`src/rtl/imem_loader.sv`:
```
// Byte-stream instruction memory loader: 4-byte big-endian word count, then N big-endian words.
// Optional trailing XOR checksum byte when IMEM_LOADER_CHECKSUM_EN is defined.
module imem_loader #(
  parameter logic [31:0] ADDR_BASE = 32'h0000_0000,
  parameter int unsigned MAX_WORDS = 256
) (
  input  logic        clock,
  input  logic        reset,
  input  logic        start,
  input  logic [7:0]  in_data,
  input  logic        in_valid,
  output logic        in_ready,
  output logic        mem_write_enabled,
  output logic [31:0] mem_address,
  output logic [31:0] mem_data,
  output logic [31:0] words_loaded,
  output logic        done,
  output logic        error
);

`ifdef IMEM_LOADER_CHECKSUM_EN
  typedef enum logic [2:0] {S_HEADER, S_PAYLOAD, S_CHECK, S_DONE, S_ERROR} state_t;
`else
  typedef enum logic [2:0] {S_HEADER, S_PAYLOAD, S_DONE, S_ERROR} state_t;
`endif

  state_t      state_q, state_d;
  logic [1:0]  byte_cnt_q, byte_cnt_d;
  logic [23:0] shift_q, shift_d;
  logic [31:0] count_q, count_d;
  logic [31:0] address_d, data_d, loaded_d;
  logic        write_d, done_d, error_d, in_ready_d;
  logic        accept;
  logic [31:0] word;
`ifdef IMEM_LOADER_CHECKSUM_EN
  logic [7:0]  sum_q, sum_d;
`endif

  assign accept = in_valid && in_ready;
  assign word   = {shift_q, in_data};

  // State and output registers
  always_ff @(posedge clock or negedge reset) begin
    if (!reset) begin
      state_q           <= S_HEADER;
      byte_cnt_q        <= 2'd0;
      shift_q           <= 24'd0;
      count_q           <= 32'd0;
      in_ready          <= 1'b1;
      mem_write_enabled <= 1'b0;
      mem_address       <= 32'd0;
      mem_data          <= 32'd0;
      words_loaded      <= 32'd0;
      done              <= 1'b0;
      error             <= 1'b0;
`ifdef IMEM_LOADER_CHECKSUM_EN
      sum_q             <= 8'd0;
`endif
    end else begin
      state_q           <= state_d;
      byte_cnt_q        <= byte_cnt_d;
      shift_q           <= shift_d;
      count_q           <= count_d;
      in_ready          <= in_ready_d;
      mem_write_enabled <= write_d;
      mem_address       <= address_d;
      mem_data          <= data_d;
      words_loaded      <= loaded_d;
      done              <= done_d;
      error             <= error_d;
`ifdef IMEM_LOADER_CHECKSUM_EN
      sum_q             <= sum_d;
`endif
    end
  end

  // Next-state and output decode
  always_comb begin
    state_d    = state_q;
    byte_cnt_d = byte_cnt_q;
    shift_d    = shift_q;
    count_d    = count_q;
    write_d    = 1'b0;
    address_d  = mem_address;
    data_d     = mem_data;
    loaded_d   = words_loaded;
    done_d     = done;
    error_d    = error;
`ifdef IMEM_LOADER_CHECKSUM_EN
    sum_d      = sum_q;
`endif

    case (state_q)
      S_HEADER: begin
        if (accept) begin
          byte_cnt_d = byte_cnt_q + 2'd1;
          shift_d    = {shift_q[15:0], in_data};
`ifdef IMEM_LOADER_CHECKSUM_EN
          sum_d      = sum_q ^ in_data;
`endif
          if (byte_cnt_q == 2'd3) begin
            count_d = word;
            if (word == 32'd0) begin
`ifdef IMEM_LOADER_CHECKSUM_EN
              state_d = S_CHECK;
`else
              state_d = S_DONE;
              done_d  = 1'b1;
`endif
            end else if (word > 32'(MAX_WORDS)) begin
              state_d = S_ERROR;
              error_d = 1'b1;
            end else begin
              state_d = S_PAYLOAD;
            end
          end
        end
      end

      S_PAYLOAD: begin
        // The last strobe is already on the bus; finish one cycle later so done follows it.
        if (mem_write_enabled && (words_loaded == count_q)) begin
          state_d = S_DONE;
          done_d  = 1'b1;
        end else if (accept) begin
          byte_cnt_d = byte_cnt_q + 2'd1;
          shift_d    = {shift_q[15:0], in_data};
`ifdef IMEM_LOADER_CHECKSUM_EN
          sum_d      = sum_q ^ in_data;
`endif
          if (byte_cnt_q == 2'd3) begin
            write_d   = 1'b1;
            address_d = ADDR_BASE + {words_loaded[29:0], 2'b00};
            data_d    = word;
            loaded_d  = words_loaded + 32'd1;
`ifdef IMEM_LOADER_CHECKSUM_EN
            if (loaded_d == count_q) state_d = S_CHECK;
`endif
          end
        end
      end

`ifdef IMEM_LOADER_CHECKSUM_EN
      S_CHECK: begin
        if (accept) begin
          if (in_data == sum_q) begin
            state_d = S_DONE;
            done_d  = 1'b1;
          end else begin
            state_d = S_ERROR;
            error_d = 1'b1;
          end
        end
      end
`endif

      S_DONE, S_ERROR: begin
        if (start) begin
          state_d    = S_HEADER;
          byte_cnt_d = 2'd0;
          shift_d    = 24'd0;
          count_d    = 32'd0;
          loaded_d   = 32'd0;
          done_d     = 1'b0;
          error_d    = 1'b0;
`ifdef IMEM_LOADER_CHECKSUM_EN
          sum_d      = 8'd0;
`endif
        end
      end

      default: state_d = S_HEADER;
    endcase

    in_ready_d = (state_d != S_DONE) && (state_d != S_ERROR);
  end

endmodule

```
`config.mk`:
```
export PLATFORM = sky130hd
export DESIGN_NAME = imem_loader
export DESIGN_NICKNAME = d
export VERILOG_FILES = /design/src/rtl/imem_loader.sv
export SDC_FILE = /design/constraint.sdc
export NUM_CORES = 1
export LEC_CHECK = 0
export ABC_AREA = 1
export BUFFER_PORTS_ARGS = -buffer_cell sky130_fd_sc_hd__buf_4
export CAP_MARGIN = 15
export CORE_MARGIN = 2
export CORE_UTILIZATION = 47
export DETAILED_ROUTE_END_ITERATION = 10
export PLACE_DENSITY = 0.8
export SLEW_MARGIN = 15
export SYNTH_ARGS = -nofsm -noshare
export SYNTH_HDL_FRONTEND = slang
export SYNTH_SLANG_ARGS = --single-unit
```
`constraint.sdc`:
```
create_clock -name clock -period 1.86 [get_ports clock]
set_clock_uncertainty 0.1 [all_clocks]
set_input_delay 0.186 -clock clock [delete_from_list [all_inputs] [get_ports clock]]
set_output_delay 0.186 -clock clock [all_outputs]
set_load 0.005 [all_outputs]
```
==> metrics.md <==
| Metric | Value |
|---|---|
| Mapped Area | `approximately 0.0085 mm²` |
| Asr flop ratio synth | `100%` |
| Crit Path Max Fanout | `15` |
| Root Driver | `clkbuf_16` |
| P&R area growth vs syn | `40.9%` |
| Clk buf depth | `2` |
| Placed insts | `between 1,000 and 1,500` |
| First-pass GRT wire length | `between 40,000 and 50,000 µm` |
| CP endpoint kind | `register` |
| R2R setup slack | `-0.23 ns` |
| Post-synth top cells | `nand2_1 (336), dfrtp_1 (158), nor2_1 (144)` |
| Warnings from Yosys | `0` |
| Critical path startpoint category | `register` |
| Top post-synthesis cells by area | `dfrtp_1 (47%), nand2_1 (15%), nor2_1 (6.4%)` |
| Failing checks | `setup timing` |
| Peak supply drop | `roughly 0.73 mV` |
| Antenna fix cells | `0` |
| Pwr per Cell Area | `around 950 mW/mm²` |
| EDFF count, synth | `0` |
| Starting Density | `a little under half` |
| Synth Instances | `1,074` |
| Netlist cell types | `38` |
| Register area share after synthesis | `between 40% and 50%` |
| Clock Sinks | `roughly 160` |
| GPL Wtd Cong | `around 0.94` |
| Nets@finish | `around 1,300` |
| Num ports | `112` |
| Die area | `between 0.015 and 0.02 mm²` |
| Clk_lat worst skew | `between 0.4 and 0.5 ns` |
| Yosys top cell by area | `dfrtp_1` |
| Fill count | `between 1,000 and 1,500` |
| Chip width | `138 µm` |
| Post-Route WL | `28,200 µm` |
| Via count of the first global-routing pass | `between 8,000 and 9,000` |
| Top-area cell type share of the netlist area | `46.8%` |
| Via/cell ratio | `between 5 and 6` |
| FF/Latch Area | `roughly 0.004 mm²` |
| PortBufs | `~110` |
| Seq cells post-synth | `about 160` |
| Hold Crit Endpoint | `mem_data[4]` |
| Worst Hold Class | `in -> reg` |
| Drt drc | `0` |
| H-tree Lvls | `4` |
| Critical Path RT | `between 2 and 2.5 ns` |
| Unrepaired setup endpoints after global routing | `yes` |
| Setup TNS | `-19.72 ns` |
| Final Hold Viols | `0` |
| Max-cap violations | `0` |
| Final period utilization | `112%` |
| Vert. Die Dim | `roughly 140 µm` |
| ANT nets after route | `0` |
| R2R Path End | `words_loaded[2]` |
| Layout cell share with drive strength beyond 1 | `between 30% and 40%` |
| Tmin final | `between 2 and 2.5 ns` |
| Critical setup path kind | `reg -> reg` |
| Slew Viols, Final | `0` |
| Multi-input logic area | `between 0.004 and 0.005 mm²` |
| Num CTS Buffers | `17` |
| Core box area | `0.0178 mm²` |
| CP Data Arrival Time | `2.36 ns` |
| Clock slew at reported path FFs | `approximately 0.070 ns` |
| Final Setup Violations | `roughly 120` |
| Gr usage total | `between 20% and 30%` |
| Final cell count without fillers | `between 1,500 and 2,000` |
| Wire per inst | `approximately 18 µm` |
| Mapped Avg Cell Area | `just under 8 µm²` |
| Main flop type after synthesis | `dfrtp_1` |
| Status | `complete, but fails checks` |
| Max Clk Rate | `~480 MHz` |
| CTS tree | `done` |
| WHS Path Cells | `3` |
| Hold path start | `in_data[4]` |
| Largest net degree at the start of global routing | `60` |
| Most frequent cell after synthesis | `nand2_1` |
| PnR Total Power | `around 11 mW` |
| Starting DRT DRC Count | `974` |
| Routed via count | `8,460` |
| Setup WS post-layout | `-0.227 ns` |
| Cells on worst reg2reg path | `14` |
| HPWL Detailed | `18,300 µm` |
| Leak Pwr | `about 5.9 nW` |
| Pre-antenna DRT Iters | `5` |
| Row count | `49` |
| Reg-to-reg startpoint | `words_loaded[9]` |
| Initial antenna violation count | `0` |
| Grt ovf | `0` |
==> registers in the layout, summed over array words and instances (netlist names) <==
name	count
count_q	32
mem_data	32
words_loaded	32
mem_address	30
shift_q	24
state_q	3
byte_cnt_q	2
done	1
error	1
in_ready	1
mem_write_enabled	1
==> cell families after synthesis <==
logic type	Yosys count	synth area share, %
AND/OR/NAND/NOR	631	32.4
multiplexers	10	1.33
flip-flops	159	47.1
XOR/XNOR	15	1.55
adder cells (fa/ha/maj)	2	0.296
buffers and inverters	158	8.71
other	1	0.0443
AO/OA/AOI/OAI	98	8.61
==> layout make-up <==
type | instances | area share (%)
Multi-Input combinational cell | 760 | 35.4
Sequential cell | 159 | 33.4
Timing Repair Buffer | 257 | 20.6
Clock buffer | 19 | 3.80
Inverter | 108 | 3.42
Tap cell | 229 | 2.40
Clock inverter | 13 | 0.882
==> power breakdown <==
group | leakage, nW | internal [mW] | switching [mW] | total (mW)
Clock | 0.280 | 1.81 | 1.57 | 3.38
Combinational | 3.46 | 1.39 | 1.88 | 3.27
Sequential | 2.12 | 4.15 | 0.518 | 4.67
Total | 5.87 | 7.36 | 3.96 | 11.3
==> routing by layer <==
metal	GRT usage, %	vias to the layer above	share of wire, %
met5	0	-	0
met4	11.4	0	4.1
met3	6.82	97	9.1
met2	45.3	493	48
met1	36.4	3993	39
li1	-	3877	-
==> placed cells by master (no fill, tap or decap), types with 5 or more instances in the layout <==
master / count
nand2_1: 291
buf_4: 212
dfrtp_1: 154
nor2_1: 140
inv_1: 88
nand4_1: 65
o21ai_2: 60
nand2_4: 59
nand3_1: 30
nand2_2: 28
clkbuf_16: 24
o21ai_0: 23
inv_2: 19
buf_12: 19
xor2_1: 11
o22ai_1: 6
buf_8: 6
mux2_1: 5
mux2_2: 5
buf_16: 5
==> stage by stage <==
stage          worst slack [ns]  util (%)  hold slack [ns]  instance area (µm²)
2_1_floorplan           0.00397         -           -0.210                 8460
5_1_grt                  -0.291      67.0           0.0559                11900
6_report                 -0.227      67.0           0.0488                11900
4_1_cts                  -0.115      63.7           0.0261                11300
3_3_place_gp             -0.139      57.9           0.0305                10300
3_5_place_dp             -0.137      57.9           0.0433                10300
==> worst max-delay path: stages, from the launching register on <==
cell	delay, ns
dfrtp_1	0.37
inv_1	0.10
nand2_1	0.08
nand2_1	0.06
nor2_1	0.10
nand2_1	0.07
nor2_1	0.13
nand2_1	0.10
nor2_4	0.15
buf_6	0.12
nand3_4	0.14
nand3_4	0.18
buf_12	0.17
nand2_1	0.06
nand2_1	0.08
==> how the worst max path moves through the flow <==
stage | startpoint | cells past startpoint | end
floorplan | in_ready | 6 | count_q[15]
global placement | words_loaded[2] | 12 | words_loaded[23]
detailed placement | words_loaded[21] | 13 | mem_address[15]
CTS | words_loaded[20] | 13 | words_loaded[20]
global route | words_loaded[9] | 14 | words_loaded[2]
finish | words_loaded[9] | 14 | words_loaded[2]
==> repair_timing <==
action | in CTS | in global routing
hold buffers | 4 | 0
pin swaps | 4 | 5
endpoints found under the setup margin | 125 | 153
resized for setup | 35 | 123
buffers inserted | 10 | 4
cloned | 8 | 7
endpoints found under the hold margin | 124 | 0
Power figures use the tool's default switching activity.
